<file path="config.mk">
export PLATFORM = sky130hd
export DESIGN_NAME = sm_arith_arbiter
export DESIGN_NICKNAME = d
export VERILOG_FILES = /design/src/rtl/sm_arith_arbiter.sv
export SDC_FILE = /design/constraint.sdc
export NUM_CORES = 1
export LEC_CHECK = 0
export CORE_MARGIN = 10
export CORE_UTILIZATION = 35
export CTS_CLUSTER_SIZE = 25
export DETAILED_ROUTE_END_ITERATION = 8
export GPL_TIMING_DRIVEN = 0
export PLACE_DENSITY = 0.75
export SYNTH_ARGS = -nofsm -noshare
export SYNTH_HDL_FRONTEND = slang
export SYNTH_SLANG_ARGS = --single-unit
export TNS_END_PERCENT = 1
</file>
<file path="constraint.sdc">
create_clock -name in_clk -period 2.5 [get_ports in_clk]
set_clock_uncertainty 0.05 [all_clocks]
set_input_delay 0.5 -clock in_clk [delete_from_list [all_inputs] [get_ports in_clk]]
set_output_delay 0.5 -clock in_clk [all_outputs]
set_load 0.01 [all_outputs]
</file>
<file path="src/rtl/sm_arith_arbiter.sv">
// -----------------------------------------------------------------------------
// sm_arith_arbiter
//
// Purpose:
//   Two requesters share one external sign-magnitude subtractor. A round-robin
//   arbiter picks one pending operation, a three-state FSM (IDLE -> CALC ->
//   RESP) drives the operands to the subtractor for exactly one cycle, captures
//   its result and carry, and holds the response until the consumer takes it.
//   Only one operation is ever in flight.
//
//   Operations: op = 0 computes A - B, op = 1 computes A + B. Addition reuses
//   the subtractor by flipping the sign bit of B, since A + B == A - (-B).
//
// Configuration:
//   SM_NEG_ZERO_FIX_EN  defined   : a captured result with zero magnitude has
//                                   its sign bit forced to 0 (no negative zero);
//                                   the carry flag is not affected.
//                       undefined : the captured result is passed through
//                                   bit-for-bit, negative zero included.
//
// Ports:
//   in_clk, in_rst_n                  clock, async active-low reset
//   in_reqK_valid / o_reqK_ready      requester K handshake (K = 0, 1);
//                                     ready is combinational, IDLE only
//   in_reqK_a, in_reqK_b, in_reqK_op  requester K operands and operation
//   o_sub_a, o_sub_b                  operands to the shared subtractor
//                                     (non-zero only in CALC)
//   in_sub_out, in_sub_carry          shared subtractor result and overflow
//   o_rsp_valid / in_rsp_ready        response handshake
//   o_rsp_id, o_rsp_out, o_rsp_carry  response owner, result, overflow flag
// -----------------------------------------------------------------------------
module sm_arith_arbiter #(
  parameter int N = 8
) (
  input  logic         in_clk,
  input  logic         in_rst_n,

  input  logic         in_req0_valid,
  input  logic         in_req1_valid,
  output logic         o_req0_ready,
  output logic         o_req1_ready,
  input  logic [N-1:0] in_req0_a,
  input  logic [N-1:0] in_req0_b,
  input  logic [N-1:0] in_req1_a,
  input  logic [N-1:0] in_req1_b,
  input  logic         in_req0_op,
  input  logic         in_req1_op,

  output logic [N-1:0] o_sub_a,
  output logic [N-1:0] o_sub_b,
  input  logic [N-1:0] in_sub_out,
  input  logic         in_sub_carry,

  output logic         o_rsp_valid,
  input  logic         in_rsp_ready,
  output logic         o_rsp_id,
  output logic [N-1:0] o_rsp_out,
  output logic         o_rsp_carry
);

  typedef enum logic [1:0] {
    ST_IDLE = 2'd0,
    ST_CALC = 2'd1,
    ST_RESP = 2'd2
  } state_t;

  localparam logic OP_SUB = 1'b0;

  // ---------------------------------------------------------------------------
  // State
  // ---------------------------------------------------------------------------
  state_t         state_q, state_d;
  logic           last_q,  last_d;    // requester granted most recently
  logic [N-1:0]   a_q,     a_d;       // latched operand A
  logic [N-1:0]   b_q,     b_d;       // latched operand B (as presented)
  logic           op_q,    op_d;      // latched operation
  logic           id_q,    id_d;      // owner of the in-flight operation
  logic [N-1:0]   out_q,   out_d;     // captured result
  logic           carry_q, carry_d;   // captured overflow

  // Arbitration outcome for the current cycle (meaningful only in IDLE).
  logic           grant_valid;
  logic           grant_id;

  // Captured result after the optional negative-zero clean-up.
  logic [N-1:0]   sub_out_fixed;

  // ---------------------------------------------------------------------------
  // Round-robin arbiter
  // ---------------------------------------------------------------------------
  // A lone requester always wins. On a tie the requester that was not granted
  // last wins; the pointer resets to "req1 last" so req0 wins the first tie.
  // NOTE: every signal assigned in an always_comb gets a default at the top of
  // the block, so no path leaves it unassigned and no latch is inferred.
  always_comb begin
    grant_valid = 1'b0;
    grant_id    = 1'b0;
    if (in_req0_valid && in_req1_valid) begin
      grant_valid = 1'b1;
      grant_id    = ~last_q;
    end else if (in_req0_valid) begin
      grant_valid = 1'b1;
      grant_id    = 1'b0;
    end else if (in_req1_valid) begin
      grant_valid = 1'b1;
      grant_id    = 1'b1;
    end
  end

  // ---------------------------------------------------------------------------
  // Negative-zero handling of the subtractor result
  // ---------------------------------------------------------------------------
`ifdef SM_NEG_ZERO_FIX_EN
  always_comb begin
    sub_out_fixed = in_sub_out;
    if (in_sub_out[N-2:0] == '0) begin
      sub_out_fixed[N-1] = 1'b0;
    end
  end
`else
  assign sub_out_fixed = in_sub_out;
`endif

  // ---------------------------------------------------------------------------
  // FSM process 1: state and datapath registers
  // ---------------------------------------------------------------------------
  // NOTE: sequential state uses non-blocking assignments so every flop samples
  // the pre-edge value of every other flop, independent of statement order.
  // NOTE: the latched operands are reset as well, so a discarded operation
  // leaves nothing behind that could reach the subtractor after reset.
  always_ff @(posedge in_clk or negedge in_rst_n) begin
    if (!in_rst_n) begin
      state_q <= ST_IDLE;
      last_q  <= 1'b1;
      a_q     <= '0;
      b_q     <= '0;
      op_q    <= 1'b0;
      id_q    <= 1'b0;
      out_q   <= '0;
      carry_q <= 1'b0;
    end else begin
      state_q <= state_d;
      last_q  <= last_d;
      a_q     <= a_d;
      b_q     <= b_d;
      op_q    <= op_d;
      id_q    <= id_d;
      out_q   <= out_d;
      carry_q <= carry_d;
    end
  end

  // ---------------------------------------------------------------------------
  // FSM process 2: next state and register inputs
  // ---------------------------------------------------------------------------
  always_comb begin
    state_d = state_q;
    last_d  = last_q;
    a_d     = a_q;
    b_d     = b_q;
    op_d    = op_q;
    id_d    = id_q;
    out_d   = out_q;
    carry_d = carry_q;

    unique case (state_q)
      ST_IDLE: begin
        // The pointer moves only on an actual grant, never on idle cycles.
        if (grant_valid) begin
          state_d = ST_CALC;
          last_d  = grant_id;
          id_d    = grant_id;
          if (grant_id) begin
            a_d  = in_req1_a;
            b_d  = in_req1_b;
            op_d = in_req1_op;
          end else begin
            a_d  = in_req0_a;
            b_d  = in_req0_b;
            op_d = in_req0_op;
          end
        end
      end

      ST_CALC: begin
        // The subtractor is combinational outside this block; its result is
        // valid for the whole CALC cycle and is captured on the closing edge.
        state_d = ST_RESP;
        out_d   = sub_out_fixed;
        carry_d = in_sub_carry;
      end

      ST_RESP: begin
        if (in_rsp_ready) begin
          state_d = ST_IDLE;
        end
      end

      default: begin
        state_d = ST_IDLE;
      end
    endcase
  end

  // ---------------------------------------------------------------------------
  // FSM process 3: outputs
  // ---------------------------------------------------------------------------
  always_comb begin
    o_req0_ready = 1'b0;
    o_req1_ready = 1'b0;
    o_sub_a      = '0;
    o_sub_b      = '0;
    o_rsp_valid  = 1'b0;

    unique case (state_q)
      ST_IDLE: begin
        // Ready is combinational from valid; it is also held low while reset
        // is asserted so nothing looks accepted during reset.
        o_req0_ready = in_rst_n && grant_valid && !grant_id;
        o_req1_ready = in_rst_n && grant_valid &&  grant_id;
      end

      ST_CALC: begin
        o_sub_a = a_q;
        o_sub_b = (op_q == OP_SUB) ? b_q : {~b_q[N-1], b_q[N-2:0]};
      end

      ST_RESP: begin
        o_rsp_valid = 1'b1;
      end

      default: begin
        o_rsp_valid = 1'b0;
      end
    endcase
  end

  // Response payload comes straight from registers, so it is stable for the
  // whole RESP period regardless of what the requesters do.
  assign o_rsp_id    = id_q;
  assign o_rsp_out   = out_q;
  assign o_rsp_carry = carry_q;

endmodule

</file>
==> Word-level counts from Yosys, hierarchy flattened <==
Index checks and enable logic that the tools add are counted.
{ "word_totals": {"register_bits": 30, "input_bits": 48, "output_inout_bits": 29, "elab_cells": 39} }
{ "classes": {"n_eq_ne": 4, "mux": 17, "n_bitwise": 2, "n_reduce_logical": 8} }
{ "ops": {"columns": ["op", "n"], "rows": [
  ["$mux W8", 5],
  ["$mux W1", 9],
  ["$pmux W2 S3", 1],
  ["$logic_and A1 B1 Y1", 4],
  ["$mux W2", 2],
  ["$ne A2 B2 Y1 const B", 2],
  ["$reduce_and A2 Y1", 2],
  ["$eq A2 B1 Y1 const B", 1],
  ["$eq A2 B2 Y1 const B", 1],
  ["$logic_not A2 Y1", 1],
  ["$not A1 Y1", 2],
  ["$logic_not A1 Y1", 1]
]} }

==> Longest topological paths before layout <==
Gate-level depths: netlist (run 1).
{ "depth": {"word_depth": 6, "mapped_depth": 4, "depth_no_buf": 3} }

==> Least setup slack after synthesis (run 1) <==
No wires, ideal clock.
{ "synth_path": {"path_kind": "in2out", "startpoint": "input in_req1_valid", "endpoint": "output o_req1_ready", "arrival_ps": 1337, "required_time_ps": 1950, "slack_ps": 613, "cell_stages": 3, "path_buffers": 1, "cell_sequence": "a21bo_1 buf_6 nor4b_1"} }
{ "synth_via": {"elab_chain_cells": 6, "word_cells_on_any_way": 9, "cone_classes": "mux (6); reduce/logical (3)"} }
{ "synth_rtl": {"columns": ["item", "line_no", "text"], "rows": [
  ["start, declared", "39", "input logic in_req1_valid,"],
  ["$mux W1", "104", "end else if (in_req1_valid) begin"],
  ["$mux W1", "101", "end else if (in_req0_valid) begin"],
  ["$mux W1", "98", "if (in_req0_valid && in_req1_valid) begin"],
  ["$logic_and A1 B1 Y1", "220", "o_req1_ready = in_rst_n && grant_valid && grant_id;"],
  ["$logic_and A1 B1 Y1 *", "220", null],
  ["$mux W1 *", "215", "unique case (state_q)"],
  ["end, declared", "41", "output logic o_req1_ready,"]
]} }
Mark *: on every way between the ends. The rest lies on a longest branch, timed or not.

==> Worst setup path in the final report (run 1) <==
Same ends and word-level chain as after synthesis.

==> impl_metrics.yaml, run 1 <==
route:
  drcViolationCount: 0
  wire_per_inst_um: 15.0
  dr.pass1.iters: 3
  ant_nets: 0
  num_vias: 1204
  totalWireLength_mm: 3.97
  drt_iter0_drc: 20
  viasPerCell: 4.56
clock_network:
  cts_tree: "done"
  holdBufCountCts: 0
  htreeDepth: 2
  cts.path.max_buffers: 2
  root_buffer: "clkbuf_8"
  insertion_delay_ns: 0.28
  cts.sinks: 30
  clk_pin_slew_worst_paths_ns: 0.06
  cts_buffers: 5
  postCtsSetupBuffers: 0
place:
  gp_congestion: 0.670
  dpl.hpwl_mm: 3.15
  dpl_worst_slack_ns: -0.970
  port_buffers: 76
timing:
  fin_crit_sh: 0.967
  rsz0062_at_grt: "yes"
  period_minus_slack_ns: 2.42
  setup_viol: 0
  whs_ns: 0.337
  timing.fmax_mhz: 414
  fin_setup_tns_ns: 0
  worst_slack_ns: 0.0832
  hold_viol_final: 0
  relSlewSlack: 0.487
  tightestPinTransition_ns: 0.769
  slew_violations: 0
layout:
  syn_to_final_growth_pct: 57.5
  diodes: 0
  fillerInstances: 373
  drive_gt1_frac: 0.241
  num-nets-final: 259
min_path:
  hp-class: "in -> async"
yosys:
  synthArstFlopShare: 1.00
  ys_ff_latch: 30
  ys_warn_count: 0
  ys.flop_type: "dfrtp_1"
  yosysSeqAreaShare: 0.468
  syn_inst: 129
  synth_edf_count: 0
  syn_area_per_cell_sq_um: 12.4
  syn_nets: 177
  synth_area_sq_um: 1610
  yosysUniqueCellTypes: 22
worst_setup_path:
  cp-end-kind: "output pin"
  endpoint: "o_req1_ready"
  startpoint: "in_req1_valid"
  rr_worst_depth: 4
  path_class: "in -> out"
  r2r-end: "a_q[5]$_DFFE_PN0P_"
  crit_path_start_kind: "primary input"
  r2r_slack_ns: 0.89
  worstPathArrival_ns: 1.87
  required_ns: 1.95
  path_max_fanout: 10
  timing.rr.start: "last_q$_DFFE_PN1P_"
floorplan:
  initial_core_util: 0.366
  rows: 24
  dieArea_sq_um: 7700
  ioPinCount: 77
  coreArea_sq_um: 4380
  dieHeight_um: 87.7
  fp.dieW_um: 87.7
job:
  cap_violations: 0
power_and_ir_drop:
  power_density_nw_per_um2: 1070
  p_int_uw: 1850
  combPwrFrac: 0.528
  p_sw_uw: 849
  leakage_uw: 0.00118
  peakVddDrop_v: 0.000482
  power.share.sequential: 0.328
  clkPwrFrac: 0.144
  swShare: 0.315
global_route:
  antenna_found_initial: 0
  grt_max_degree: 33
  overflow: 0
  track_usage: 0.109
  grt_pass1_vias: 1337
  grt_pass1_wl_mm: 6.53
run_status:
  status: "finished clean"
==> state kept, by name, indices dropped and copies added (netlist names) <==
name	flops
last_q	1
o_rsp_carry	1
a_q	8
state_q	2
o_rsp_id	1
o_rsp_out	8
op_q	1
b_q	8
==> through the flow <==
step,utilization,cells,instance area (sq um),total power [uW]
global route,0.577,264,2530,2920
finish,0.577,264,2530,2700
floorplan,-,129,1610,1710
global placement,0.555,257,2430,2300
CTS,0.578,265,2530,2760
detailed placement,0.555,257,2430,2330
==> cell type report <==
cell class                      count  area (sq um)  share of cell area
Clock buffer                        8          90.1              0.0356
Sequential cell                    30           752               0.297
Tap cell                           52          65.1              0.0257
Multi-Input combinational cell     90           807               0.319
Timing Repair Buffer               76           756               0.299
Buffer                              6          51.3              0.0203
Inverter                            2          7.51             0.00297
==> power groups by stage <==
| stage | Sequential [uW] | Combinational (uW) | Clock (uW) |
|---|---|---|---|
| final | 884 | 1430 | 388 |
| after detailed placement | 884 | 1440 | 0 |
| after global placement | 875 | 1420 | 0 |
| after floorplan | 892 | 814 | 0 |
| after CTS | 887 | 1470 | 406 |
| after global routing | 921 | 1560 | 438 |
==> Yosys cell counts, types with 2 or more instances <==
library cell / number / share of area
mux2_4: 34 / 0.32
nand2_1: 27 / 0.063
inv_1: 2 / 0.0047
nand2b_1: 2 / 0.0078
nor2_1: 2 / 0.0047
clkbuf_1: 3 / 0.0070
buf_6: 2 / 0.014
dfrtp_1: 29 / 0.45
and2_1: 15 / 0.058
==> worst min path at each step <==
stage / from / end / slack (ns) / cells past startpoint
floorplan: in_rst_n / a_q[0]$_DFFE_PN0P_ / 0.15 / 0
global placement: o_rsp_out[6]$_DFFE_PN0N_ / o_rsp_out[6]$_DFFE_PN0N_ / 0.41 / 2
detailed placement: o_rsp_out[3]$_DFFE_PN0N_ / o_rsp_out[3]$_DFFE_PN0N_ / 0.41 / 2
CTS: in_rst_n / o_rsp_out[4]$_DFFE_PN0N_ / 0.36 / 1
global route: in_rst_n / o_rsp_out[1]$_DFFE_PN0N_ / 0.38 / 1
finish: in_rst_n / o_rsp_out[1]$_DFFE_PN0N_ / 0.34 / 1
==> cell families after synthesis <==
family	Yosys count	synth area share
muxes	34	0.318
xor gates and xnor gates	1	0.00546
buffers and inverters	9	0.0335
and+or+nand+nor	49	0.147
AOI/OAI and AO/OA	6	0.0273
DFF	30	0.468
==> critical path, stage by stage <==
cell	delay, ns
clkdlybuf4s50_1	0.52
a21bo_1	0.25
buf_6	0.16
nor4b_1	0.26
buf_2	0.18
==> timing repair <==
| item | CTS | global route |
|---|---|---|
| gates resized for setup | 15 | 2 |
| gates cloned | 0 | 0 |
| endpoints found under the setup margin | 13 | 12 |
==> metal layers <==
metal	vias to the layer above	global-route usage	part of all wire
met2	51	0.178	0.49
met3	7	0.0566	0.10
met1	554	0.116	0.39
met4	0	0.0435	0.016
met5	-	0	0
li1	592	-	-
==> placed cells by master (no fill, tap or decap), drive strengths merged, types with 2 or more instances in the layout <==
master	count
nand2b	2
buf	7
nand2	27
and2	15
mux2	34
clkdlybuf4s50	73
clkbuf	8
inv	2
dfrtp	29
nor2	2
(Power assumes the default switching activity.)
==> run 2: changes to the inputs <==
--- a/config.mk
+++ b/config.mk
@@ -10,7 +10,7 @@
 export CTS_CLUSTER_SIZE = 25
 export DETAILED_ROUTE_END_ITERATION = 8
 export GPL_TIMING_DRIVEN = 0
-export PLACE_DENSITY = 0.75
+export PLACE_DENSITY = 0.71
 export SYNTH_ARGS = -nofsm -noshare
 export SYNTH_HDL_FRONTEND = slang
 export SYNTH_SLANG_ARGS = --single-unit
==> impl_metrics.yaml, run 2 (synthesis results as in run 1) <==
run_status:
  status: "finished clean"
worst_setup_path:
  cp_num_cells: 3
  timing.rr.start: "last_q$_DFFE_PN1P_"
  worstPathArrival_ns: 1.84
  crit_path_top_delay_cell: "clkdlybuf4s50_1"
  cp-end-kind: "output pin"
  required_ns: 1.95
  cp_num_buf_inv: 1
  path_max_fanout: 11
  critPathTopFamily: "buffers and inverters"
  max_stage_delay_ns: 0.56
  r2r_slack_ns: 0.75
  path_cells: "nand2b_1 > nor2_1 > clkdlybuf4s50_1"
  path_class: "reg -> out"
  startpoint: "state_q[1]$_DFFE_PN0P_"
  r2r-end: "a_q[2]$_DFFE_PN0P_"
  crit_path_start_kind: "register"
  rr_worst_depth: 5
floorplan:
  coreArea_sq_um: 4380
  initial_core_util: 0.366
  ioPinCount: 77
  fp.dieW_um: 87.7
  dieHeight_um: 87.7
  dieArea_sq_um: 7700
  rows: 24
layout:
  diodes: 0
  syn_to_final_growth_pct: 59.8
  final_common_cell: "clkdlybuf4s50_1"
  fillerInstances: 372
  fin_util: 0.585
  layout.area.seq_sq_um: 753
  multi_input_area_sq_um: 816
  drive_gt1_frac: 0.268
  num-nets-final: 260
  most-common-layout-cells: "73 x clkdlybuf4s50_1, 34 x mux2_4, 28 x dfrtp_1"
route:
  wire_per_inst_um: 15.4
  totalWireLength_mm: 4.09
  drt_iter0_drc: 17
  dr.pass1.iters: 4
  drcViolationCount: 0
  num_vias: 1195
  ant_nets: 0
  viasPerCell: 4.51
clock_network:
  cts_buffers: 5
  root_buffer: "clkbuf_8"
  insertion_delay_ns: 0.27
  cts.sinks: 30
  clk_pin_slew_worst_paths_ns: 0.06
  holdBufCountCts: 0
  cts.path.max_buffers: 2
  htreeDepth: 2
  cts_tree: "done"
global_route:
  grt_pass1_wl_mm: 6.81
  met1_usage: 0.128
  grt_max_degree: 33
  antenna_found_initial: 0
  grtUsageMet2: 0.177
  met3_usage: 0.0604
  overflow: 0
  grt_pass1_vias: 1276
  grt_busiest_layer: "met2"
  track_usage: 0.112
timing:
  fin_crit_sh: 0.957
  setup_viol: 0
  timing.fmax_mhz: 418
  tightestPinTransition_ns: 0.689
  whs_ns: 0.219
  period_minus_slack_ns: 2.39
  hold_viol_final: 0
  rsz0062_at_grt: "yes"
  relSlewSlack: 0.540
  slew_violations: 0
place:
  gp_congestion: 0.687
  dpl.hpwl_mm: 3.27
  port_buffers: 76
power_and_ir_drop:
  power_density_nw_per_um2: 1090
  leakage_uw: 0.00119
  peakVddDrop_v: 0.000496
min_path:
  hp-class: "in -> async"
job:
  cap_violations: 0
[run 2: worst max-delay path by stage]
stage / to / slack [ns]
final: o_sub_b[7] / 0.11
after global routing: o_sub_b[7] / -0.08
after CTS: o_req1_ready / 0.001
after detailed placement: o_req1_ready / -0.35
after global placement: o_req1_ready / -1.01
after floorplan: o_req1_ready / 0.61
[run 2: area by class of cell]
class,count,area share
buffer,6,0.0220
clock buffer,8,0.0429
inverter,2,0.00293
multi-input combinational,90,0.318
sequential,30,0.294
tap,52,0.0254
timing repair buffer,77,0.295
[run 2: what timing repair did]
action	CTS	global route
setup buffers	1	0
endpoints found under the setup margin	13	13
resized for setup	11	5
pin swaps	0	0
[run 2: worst reg2reg max path: stages (launching register included)]
cell and delay, ns:
dfstp_2 0.54, a21bo_1 0.15, buf_6 0.12, buf_4 0.19, mux2_4 0.32, mux2_4 0.26
[run 2: metal layers]
layer  vias to the layer above  routed length, um
li1                        591                  -
met1                       557               1670
met2                        43               2000
met3                         4                373
met4                         0                 44
met5                         -                  0
[run 2: power by group]
group          internal [uW]  switching [uW]  total (uW)  leakage [uW]
Sequential               742             146         888      0.000356
Combinational            898             550        1450      0.000781
Clock                    278             169         447     0.0000575
[run 2: metrics by stage]
step                power, uW  area (sq um)  cells  TNS [ns]  worst slack, ns
floorplan                1710          1610    129         0            0.613
global placement         2310          2430    257     -1.94            -1.01
detailed placement       2330          2430    257    -0.568           -0.352
CTS                      2830          2560    266         0          0.00136
global route             3000          2560    265   -0.0753          -0.0753
finish                   2780          2560    265         0            0.108
==> run 3: changes to the inputs <==
--- a/config.mk
+++ b/config.mk
@@ -5,6 +5,7 @@
 export SDC_FILE = /design/constraint.sdc
 export NUM_CORES = 1
 export LEC_CHECK = 0
+export ABC_CLOCK_PERIOD_IN_PS = 2500
 export CORE_MARGIN = 10
 export CORE_UTILIZATION = 35
 export CTS_CLUSTER_SIZE = 25
==> results of run 3 <==
Same layout as run 2: the final DEF is identical, and so are final timing and power.
